### config.mk
export PLATFORM = sky130hd
export DESIGN_NAME = btn_toggle_pulser
export DESIGN_NICKNAME = d
export VERILOG_FILES = /design/src/rtl/btn_pkg.sv /design/src/rtl/btn_toggle_pulser_sync_debounce.sv /design/src/rtl/btn_toggle_pulser.sv
export SDC_FILE = /design/constraint.sdc
export NUM_CORES = 1
export LEC_CHECK = 0
export CORE_AREA = 10 10 63 65
export DETAILED_ROUTE_END_ITERATION = 10
export DIE_AREA = 0 0 73 75
export DONT_BUFFER_PORTS = 1
export HOLD_SLACK_MARGIN = 0.08
export PLACE_DENSITY = 0.62
export SLEW_MARGIN = 20
export SYNTH_ARGS = -nofsm -noshare
export SYNTH_HDL_FRONTEND = slang
export SYNTH_HIERARCHICAL = 1
export SYNTH_SLANG_ARGS = --single-unit
### constraint.sdc
create_clock -name clk -period 2.45 [get_ports clk]
set_clock_uncertainty 0.15 [all_clocks]
set_input_delay 0.245 -clock clk [delete_from_list [all_inputs] [get_ports clk]]
set_output_delay 0.245 -clock clk [all_outputs]
set_load 0.02 [all_outputs]
### src/rtl/btn_pkg.sv
// btn_pkg: shared types and board timing constants for the
// pushbutton conditioning stage (state enum, 100 MHz defaults).
package btn_pkg;

  typedef enum logic [1:0] {
    RELEASED  = 2'd0,
    HELD_WAIT = 2'd1,
    REPEATING = 2'd2
  } btn_state_e;

  // Cycle counts at the 100 MHz board clock.
  localparam int unsigned DEBOUNCE_10MS = 1000000;
  localparam int unsigned REPEAT_500MS  = 50000000;
  localparam int unsigned REPEAT_100MS  = 10000000;

endpackage

### src/rtl/btn_toggle_pulser_sync_debounce.sv
// sync_debounce: pin synchroniser, polarity fix, debounce counter.
// Ports: clk, reset, btn_in (raw pin), level (1=pressed),
// change (high in the cycle before level flips at the next edge).
module sync_debounce
  import btn_pkg::*;
#(
  parameter int unsigned SYNC_STAGES     = 2,
  parameter int unsigned DEBOUNCE_CYCLES = DEBOUNCE_10MS,
  parameter bit          ACTIVE_LOW      = 1'b0
) (
  input  logic clk,
  input  logic reset,
  input  logic btn_in,
  output logic level,
  output logic change
);

  localparam int unsigned CW = $clog2(DEBOUNCE_CYCLES) + 1;
  localparam logic [CW-1:0] CNT_LAST = CW'(DEBOUNCE_CYCLES - 1);

  logic [SYNC_STAGES-1:0] sync_q;
  logic [CW-1:0]          cnt_q;
  logic [CW-1:0]          cnt_d;
  logic                   s;

  assign s = sync_q[SYNC_STAGES-1] ^ ACTIVE_LOW;

  // change is combinational so the top can register its
  // pulses on the same edge that level flips.
  always_comb begin
    cnt_d  = '0;
    change = 1'b0;
    if (s != level) begin
      if (cnt_q == CNT_LAST) begin
        change = 1'b1;
      end else begin
        cnt_d = cnt_q + 1'b1;
      end
    end
  end

  // Reset value of the raw flops is the idle pin level.
  always_ff @(posedge clk) begin
    if (reset) begin
      sync_q <= {SYNC_STAGES{ACTIVE_LOW}};
      cnt_q  <= '0;
      level  <= 1'b0;
    end else begin
      sync_q <= {sync_q[SYNC_STAGES-2:0], btn_in};
      cnt_q  <= cnt_d;
      if (change) begin
        level <= s;
      end
    end
  end

endmodule

### src/rtl/btn_toggle_pulser.sv
// btn_toggle_pulser: press/release pulses with optional auto-repeat.
// Ports: clk, reset, btn_in, btn_level, press_pulse, release_pulse, repeat_active.
module btn_toggle_pulser
  import btn_pkg::*;
#(
  parameter int unsigned SYNC_STAGES     = 2,
  parameter int unsigned DEBOUNCE_CYCLES = DEBOUNCE_10MS,
  parameter bit          ACTIVE_LOW      = 1'b0,
  parameter bit          REPEAT_EN       = 1'b0,
  parameter int unsigned REPEAT_DELAY    = 500000,
  parameter int unsigned REPEAT_PERIOD   = 100000
) (
  input  logic clk,
  input  logic reset,
  input  logic btn_in,
  output logic btn_level,
  output logic press_pulse,
  output logic release_pulse,
  output logic repeat_active
);

  localparam int unsigned RMAX =
    (REPEAT_DELAY > REPEAT_PERIOD) ? REPEAT_DELAY : REPEAT_PERIOD;
  localparam int unsigned RW = $clog2(RMAX) + 1;
  localparam logic [RW-1:0] DLY_LAST = RW'(REPEAT_DELAY - 1);
  localparam logic [RW-1:0] PER_LAST = RW'(REPEAT_PERIOD - 1);

  btn_state_e    state_q;
  btn_state_e    state_d;
  logic [RW-1:0] rcnt_q;
  logic [RW-1:0] rcnt_d;
  logic          change;
  logic          press_ev;
  logic          release_ev;
  logic          press_d;
  logic          release_d;

  sync_debounce #(
    .SYNC_STAGES    (SYNC_STAGES),
    .DEBOUNCE_CYCLES(DEBOUNCE_CYCLES),
    .ACTIVE_LOW     (ACTIVE_LOW)
  ) u_sync (
    .clk   (clk),
    .reset (reset),
    .btn_in(btn_in),
    .level (btn_level),
    .change(change)
  );

  assign press_ev   = change & ~btn_level;
  assign release_ev = change & btn_level;

  // Release is tested first so it wins over a repeat expiry.
  always_comb begin
    state_d   = state_q;
    rcnt_d    = rcnt_q;
    press_d   = 1'b0;
    release_d = 1'b0;
    case (state_q)
      RELEASED: begin
        if (press_ev) begin
          state_d = HELD_WAIT;
          rcnt_d  = '0;
          press_d = 1'b1;
        end
      end
      HELD_WAIT: begin
        if (release_ev) begin
          state_d   = RELEASED;
          rcnt_d    = '0;
          release_d = 1'b1;
        end else if (REPEAT_EN) begin
          if (rcnt_q == DLY_LAST) begin
            state_d = REPEATING;
            rcnt_d  = '0;
            press_d = 1'b1;
          end else begin
            rcnt_d = rcnt_q + 1'b1;
          end
        end
      end
      REPEATING: begin
        if (release_ev) begin
          state_d   = RELEASED;
          rcnt_d    = '0;
          release_d = 1'b1;
        end else if (rcnt_q == PER_LAST) begin
          rcnt_d  = '0;
          press_d = 1'b1;
        end else begin
          rcnt_d = rcnt_q + 1'b1;
        end
      end
      default: begin
        state_d = RELEASED;
        rcnt_d  = '0;
      end
    endcase
  end

  always_ff @(posedge clk) begin
    if (reset) begin
      state_q       <= RELEASED;
      rcnt_q        <= '0;
      press_pulse   <= 1'b0;
      release_pulse <= 1'b0;
    end else begin
      state_q       <= state_d;
      rcnt_q        <= rcnt_d;
      press_pulse   <= press_d;
      release_pulse <= release_d;
    end
  end

  assign repeat_active = (state_q == REPEATING);

endmodule

==> results of run 1 <==
[metal layers]
metal / vias up / global-route usage [%] / part of all wire, %
met4: 0 / 3.80 / 1.2
met1: 423 / 10.0 / 49
met2: 7 / 13.8 / 47
li1: 468 / - / -
met5: - / 0 / 0
met3: 4 / 2.50 / 2.9
[cell families (layout without fill, tap and decap cells)]
family	after synthesis	after routing	synth area share, %
AND/OR/NAND/NOR	63	63	30.4
flip-flops	27	27	45.9
AO/OA/AOI/OAI	18	18	8.71
XOR/XNOR	13	13	9.67
buffers and inverters	10	12	3.93
adder cells (fa/ha/maj)	1	1	1.06
other	1	1	0.319
[cells in the final DEF, fill, tap and decap left out, types with 2 or more instances in the layout]
cell / synthesis / layout
dlygate4sd3_1: 0 / 2
buf_4: 1 / 3
o21ai_0: 6 / 6
nand3_1: 6 / 6
nor2_1: 17 / 17
nand2_1: 7 / 7
dfxtp_1: 27 / 27
and3_1: 2 / 2
and2_1: 3 / 3
xor2_1: 11 / 11
or4_1: 2 / 2
inv_1: 3 / 3
and4_1: 2 / 2
clkbuf_4: 0 / 3
nor4_1: 2 / 2
or3_1: 6 / 6
a21oi_1: 8 / 8
nand4_1: 9 / 9
xnor2_1: 2 / 2
nor2b_1: 2 / 2
o31ai_1: 2 / 2
[tightest hold or removal path: cells and delay by family]
family | cells | cell delay, ns
compound gates | 2 | 0.12
buf+inv | 1 | 0.25
simple gates | 1 | 0.02
[report_power, final]
part	total (mW)	switching [mW]	leakage (nW)	internal (mW)
Clock	0.188	0.124	0.0150	0.0637
Combinational	0.0115	0.00687	0.160	0.00466
Sequential	0.442	0.000856	0.218	0.441
Total	0.642	0.132	0.393	0.510
[layout make-up]
type	instances	share of cell area, %
inverters	3	0.901
clock buffers	4	2.10
flip-flops and latches	27	43.2
multi-input cells	96	47.2
repair buffers	5	3.40
well taps	31	3.10
[state kept, by name, indices dropped and copies added (netlist names)]
name and flops:
u_sync/sync_q 2, u_sync/cnt_q 21, press_pulse 1, u_sync/level 1
release_pulse 1, state_q 1
[per-stage QoR]
step | instance area [sq um] | power, mW | cells | setup slack, ns
CTS | 1250 | 0.652 | 166 | 0.457
floorplan | 1180 | 0.459 | 133 | 0.579
global placement | 1200 | 0.459 | 160 | 0.561
global route | 1250 | 0.667 | 166 | 0.307
detailed placement | 1200 | 0.460 | 160 | 0.495
finish | 1250 | 0.642 | 166 | 0.445
[path summary, 6_finish.rpt]
path / start / endpoint / depth (start not counted)
worst max-delay path: u_sync/cnt_q[9] / press_pulse / 4
worst min-delay path: reset / u_sync/cnt_q[20] / 4
worst max register to register: u_sync/cnt_q[9] / press_pulse / 4
worst min register to register: u_sync/cnt_q[0] / u_sync/cnt_q[0] / 1
[repair_timing]
action | in CTS | in global routing
hold endpoints to repair | 6 | 0
hold buffers | 2 | 0
resized for setup | 0 | 0
==> impl_results.md, run 1 <==
- DR pass1 iterations: 4
- Number of maximum-capacitance violations: 0
- Num CTS Buffers: 3
- I/O pins: 7
- Buffers on Ports: 0
- Synth Warn #: 6
- Yosys reg bits: 27
- Setup_tns: 0 ns
- Post-synth ARST share: 0%
- Tot GR Track Use: roughly 8.4%
- Initial Utilization: between 40% and 50%
- Tightest hold margin: 0.198 ns
- Buffer count from post-CTS setup fixing: 0
- Hpwl dp: around 1500 um
- # fillers: between 200 and 300
- Seq/Total Area, Yosys: a little under half
- First-pass GRT wire length: 3790 um
- Area of the multi-input gates: between 500 and 600 sq um
- Nets@finish: 140
- CTS root buffer: clkbuf_4
- Post-synth top cells: 27 x dfxtp_1, 17 x nor2_1, 11 x xor2_1
- Crit path max fanout: 6
- Share of layout cells above drive strength 1: roughly 6.7%
- WP data arrival: between 2 and 2.5 ns
- Syn Nets: ~140
- Least-Margin Pin Slew: around 0.64 ns
- Dominant cell type by area after synthesis: dfxtp_1
- Congestion Overflow GR: 0
- Die width: about 73 um
- DRC viols: 0
- Synth Instances: ~130
- Critical path's top delay family: simple AND/OR/NAND/NOR gates
- Clock slew at the register clock pins of the worst setup and hold paths: 0.14 ns
- # setup viols final: 0
- Via count: 902
- Via-per-instance ratio: 5.43
- Synth cell types: 30
- Final min period: approximately 2 ns
- Placer Congestion: around 0.73
- Storage element area: ~540 sq um
- Status: finished, final reports clean
- Crit path launch type: flip-flop
- Clock sinks: 27
- Synthesis-to-layout area growth: 6.16%
- Crit Path Category: reg -> reg
- # rows: 19
- DRT iter0 DRCs: 29
- Drt wl/cell: approximately 13 um
- Vias in the first global route: around 850
- Worst vdd ir: between 0.0002 and 0.0003 V
- Crit-path cells: nor4b_1, nand2_1, nor4_1, nor4b_2
- Area contributors post-synth: dfxtp_1 46%, xor2_1 8.2%, nor2_1 5.4%
- Worst setup EP type: flip-flop
- Flop2flop setup slack: between 0.4 and 0.5 ns
- Diode count: 0
- Antenna Nets Post-Route: 0
- PD cells: between 500 and 600 mW/mm^2
- CTS tree: done
- Die Ht: approximately 75 um
- Worst skew pair latency: roughly 0.32 ns
- Static Leak: between 0.3 and 0.4 nW
- Top-count cell post-synth: dfxtp_1
- Post-layout util: about 46%
- Final Hold Viols: 0
- Die area: ~0.0055 sq mm
- Class of the worst hold path: in -> reg
- Yosys top cell area share: a little under half
- Max clock buf depth: 2
- Mapped cell area: about 0.0012 sq mm
- Max-slew violations: 0
- Post-synthesis area per instance: 8.85 sq um
- Slowest CP cell: nor4_1
- CP max stage delay: about 0.59 ns
- Main flop type after synthesis: dfxtp_1
- H-Tree Level Count: 1
- Tcrit/Tclk final: 81.9%
- DRT Wirelength: roughly 2100 um
- Post-synth EDFFs: 0
- Largest net degree at the start of global routing: 22
- Core area: about 0.0027 sq mm
- RSZ-0062 raised after global routing: false
- CP bufs+invs: 0
- Rel. slew slack: between 50% and 60%
- Initial antenna violation count: 0
- WP data required: ~2.6 ns
- Fmax: roughly 500 MHz
(Power assumes the default switching activity.)
==> run 2: changes to the inputs <==
--- a/config.mk
+++ b/config.mk
@@ -10,7 +10,7 @@
 export DIE_AREA = 0 0 73 75
 export DONT_BUFFER_PORTS = 1
 export HOLD_SLACK_MARGIN = 0.08
-export PLACE_DENSITY = 0.62
+export PLACE_DENSITY = 0.64
 export SLEW_MARGIN = 20
 export SYNTH_ARGS = -nofsm -noshare
 export SYNTH_HDL_FRONTEND = slang
==> constraint.sdc (replaced) <==
create_clock -name clk -period 1.8 [get_ports clk]
set_clock_uncertainty 0.15 [all_clocks]
set_input_delay 0.18 -clock clk [delete_from_list [all_inputs] [get_ports clk]]
set_output_delay 0.18 -clock clk [all_outputs]
set_load 0.02 [all_outputs]
==> run 2 against run 1 <==
Sequential share of layout area down 4.1 points. Largest cell class unchanged. Largest power group unchanged. Total power is 36% higher. Worst setup slack worse by 0.36 ns. Combinational power rose by 61%. Sequential power grew 36%. Flip-flop and latch count unchanged. Non-clock buffer count rose by 11. Highest routed layer unchanged. Critical endpoint is now u_sync/cnt_q[20]. Cell count rose by 6.6%.
==> impl_results.md, run 2 (synthesized netlist as in run 1, its figures left out) <==
- Num CTS Buffers: 3 (unchanged)
- Core area: 0.00271 sq mm (unchanged)
- Max-slew violations: 0 (unchanged)
- Final min period: 1.72 ns (-0.286 ns)
- Min-delay src: u_sync/cnt_q[0]
- WP data required: 1.90 ns (-0.65 ns)
- DRC viols: 0 (unchanged)
- Critical path's top delay family: simple AND/OR/NAND/NOR gates
- Die Ht: 75 um (unchanged)
- Synthesis-to-layout area growth: 18.3%
- CTS root buffer: clkbuf_4
- Hpwl dp: 1700 um (+10%)
- Clock sinks: 27 (unchanged)
- Worst path depth: 4 (unchanged)
- Crit Path Category: reg -> reg
- Most frequent cells in the layout: 23 x dfxtp_1, 17 x nor2_1, 12 x buf_4
- Fmax: 581 MHz (+17%)
- CP endpoint: u_sync/cnt_q[20]
- DRT iter0 DRCs: 40 (+38%)
- Reg-to-reg endpoint: u_sync/cnt_q[20]
- Tot Pwr: 0.870 mW (+36%)
- Antenna Nets Post-Route: 0 (unchanged)
- Drt wl/cell: 13.3 um (+3.3%)
- Max clock buf depth: 2 (unchanged)
- PD cells: 625 mW/mm^2 (+22%)
- # setup viols final: 0 (unchanged)
- Setup_tns: 0 ns (unchanged)
- Initial antenna violation count: 0 (unchanged)
- Number of maximum-capacitance violations: 0 (unchanged)
- Final Hold Viols: 0 (unchanged)
- Buffers on Ports: 0 (unchanged)
- Critical Path Source: u_sync/cnt_q[3]
- Share of layout cells above drive strength 1: 21.2% (+15 points)
- Nets@finish: 151 (+7.9%)
- Top reg by flops: u_sync/cnt_q
- Regs by FF count: u_sync/cnt_q: 21 flops, u_sync/sync_q: 2 flops
- Diode count: 0 (unchanged)
- R2r worst-path depth: 4 (unchanged)
- Flop2flop setup slack: 0.08 ns (-0.36 ns)
- # rows: 19 (unchanged)
- DRT Wirelength: 2360 um (+10%)
- Static Leak: 0.485 nW (+23%)
- Die width: 73 um (unchanged)
- DR pass1 iterations: 4 (unchanged)
- WP data arrival: 1.82 ns (-0.28 ns)
- Via-per-instance ratio: 5.44 (about the same)
- CP max stage delay: 0.40 ns (-0.19 ns)
- Max reg flops: 21 (unchanged)
- CTS tree: done
- Largest net degree at the start of global routing: 15 (-32%)
- RR Startpoint: u_sync/cnt_q[3]
- Commonest non-fill, non-tap cell in the layout: dfxtp_1
- First-pass GRT wire length: 4010 um (+5.8%)
- Tcrit/Tclk final: 95.5% (+14 points)
- Crit path launch type: flip-flop
- Slowest CP cell: or3b_4
- Initial Utilization: 43.4% (unchanged)
- Worst setup EP type: flip-flop
- Worst skew pair latency: 0.31 ns (about the same)
- Class of the worst hold path: reg -> reg
- CP bufs+invs: 0 (unchanged)
- RSZ-0062 raised after global routing: false
- H-Tree Level Count: 1 (unchanged)
- Vias in the first global route: 931 (+9.3%)
- I/O pins: 7 (unchanged)
- Crit-path cells: and4_4, or3b_4, or3_1, a21oi_1
- Placer Congestion: 0.736 (+0.72%)
- Clock slew at the register clock pins of the worst setup and hold paths: 0.14 ns (about the same)
- Congestion Overflow GR: 0 (unchanged)
- Die area: 0.00548 sq mm (unchanged)
- Worst vdd ir: 0.000534 V (+81%)
- Tot GR Track Use: 9.00% (+0.55 points)
- Status: finished, final reports clean
- Via count: 962 (+6.7%)
- Crit path max fanout: 5 (-1)
-- run 2: final cells by class --
| cell class | instances | area, sq um |
|---|---|---|
| flip-flops and latches | 27 | 546 |
| well taps | 31 | 38.8 |
| clock buffers | 4 | 26.3 |
| multi-input cells | 96 | 638 |
| fillers | 269 | 1320 |
| repair buffers | 16 | 133 |
| inverters | 3 | 11.3 |
-- run 2: worst min path at each step --
stage	end	slack, ns	depth (start not counted)
CTS	u_sync/cnt_q[0]	0.30	1
global route	u_sync/cnt_q[0]	0.28	1
finish	u_sync/cnt_q[0]	0.27	1
floorplan	u_sync/level	0.1	1
detailed placement	u_sync/sync_q[0]	0.11	1
global placement	u_sync/level	0.10	1
-- run 2: what timing repair did --
action                                  CTS  global route
endpoints found under the setup margin    3            25
hold buffers                              2             0
setup buffers                             0             1
cloned                                    0             0
hold endpoints to repair                 13             0
pin swaps                                 0             1
resized for setup                         1            13
-- run 2: through the flow --
step	std cells	setup slack, ns	utilization [%]	instance area (sq um)	hold slack (ns)
floorplan	133	0.0234	-	1180	0.0991
global placement	170	0.0765	47.4	1280	0.102
detailed placement	170	0.00124	47.4	1280	0.106
CTS	176	0.0342	49.4	1340	0.301
global route	177	0.00851	51.4	1390	0.277
finish	177	0.0802	51.4	1390	0.269
-- run 2: power breakdown --
part / total, mW / switching, mW / internal [mW]
sequential: 0.602 / 0.00122 / 0.600
combinational: 0.0185 / 0.0110 / 0.00755
clock: 0.250 / 0.163 / 0.0865
-- run 2: layer usage --
layer | GRT usage, % | routed length, um | vias up
met2 | 15.7 | 1210 | 15
met3 | 1.58 | 94 | 2
li1 | - | - | 492
met4 | 3.80 | 14 | 0
met1 | 10.6 | 1040 | 453
met5 | 0 | 0 | -
==> run 3: changes to the inputs <==
--- a/config.mk
+++ b/config.mk
@@ -5,6 +5,7 @@
 export SDC_FILE = /design/constraint.sdc
 export NUM_CORES = 1
 export LEC_CHECK = 0
+export CAP_MARGIN = 40
 export CORE_AREA = 10 10 63 65
 export DETAILED_ROUTE_END_ITERATION = 10
 export DIE_AREA = 0 0 73 75
==> results of run 3 <==
Final layout, timing and power as in run 2 (identical DEF).
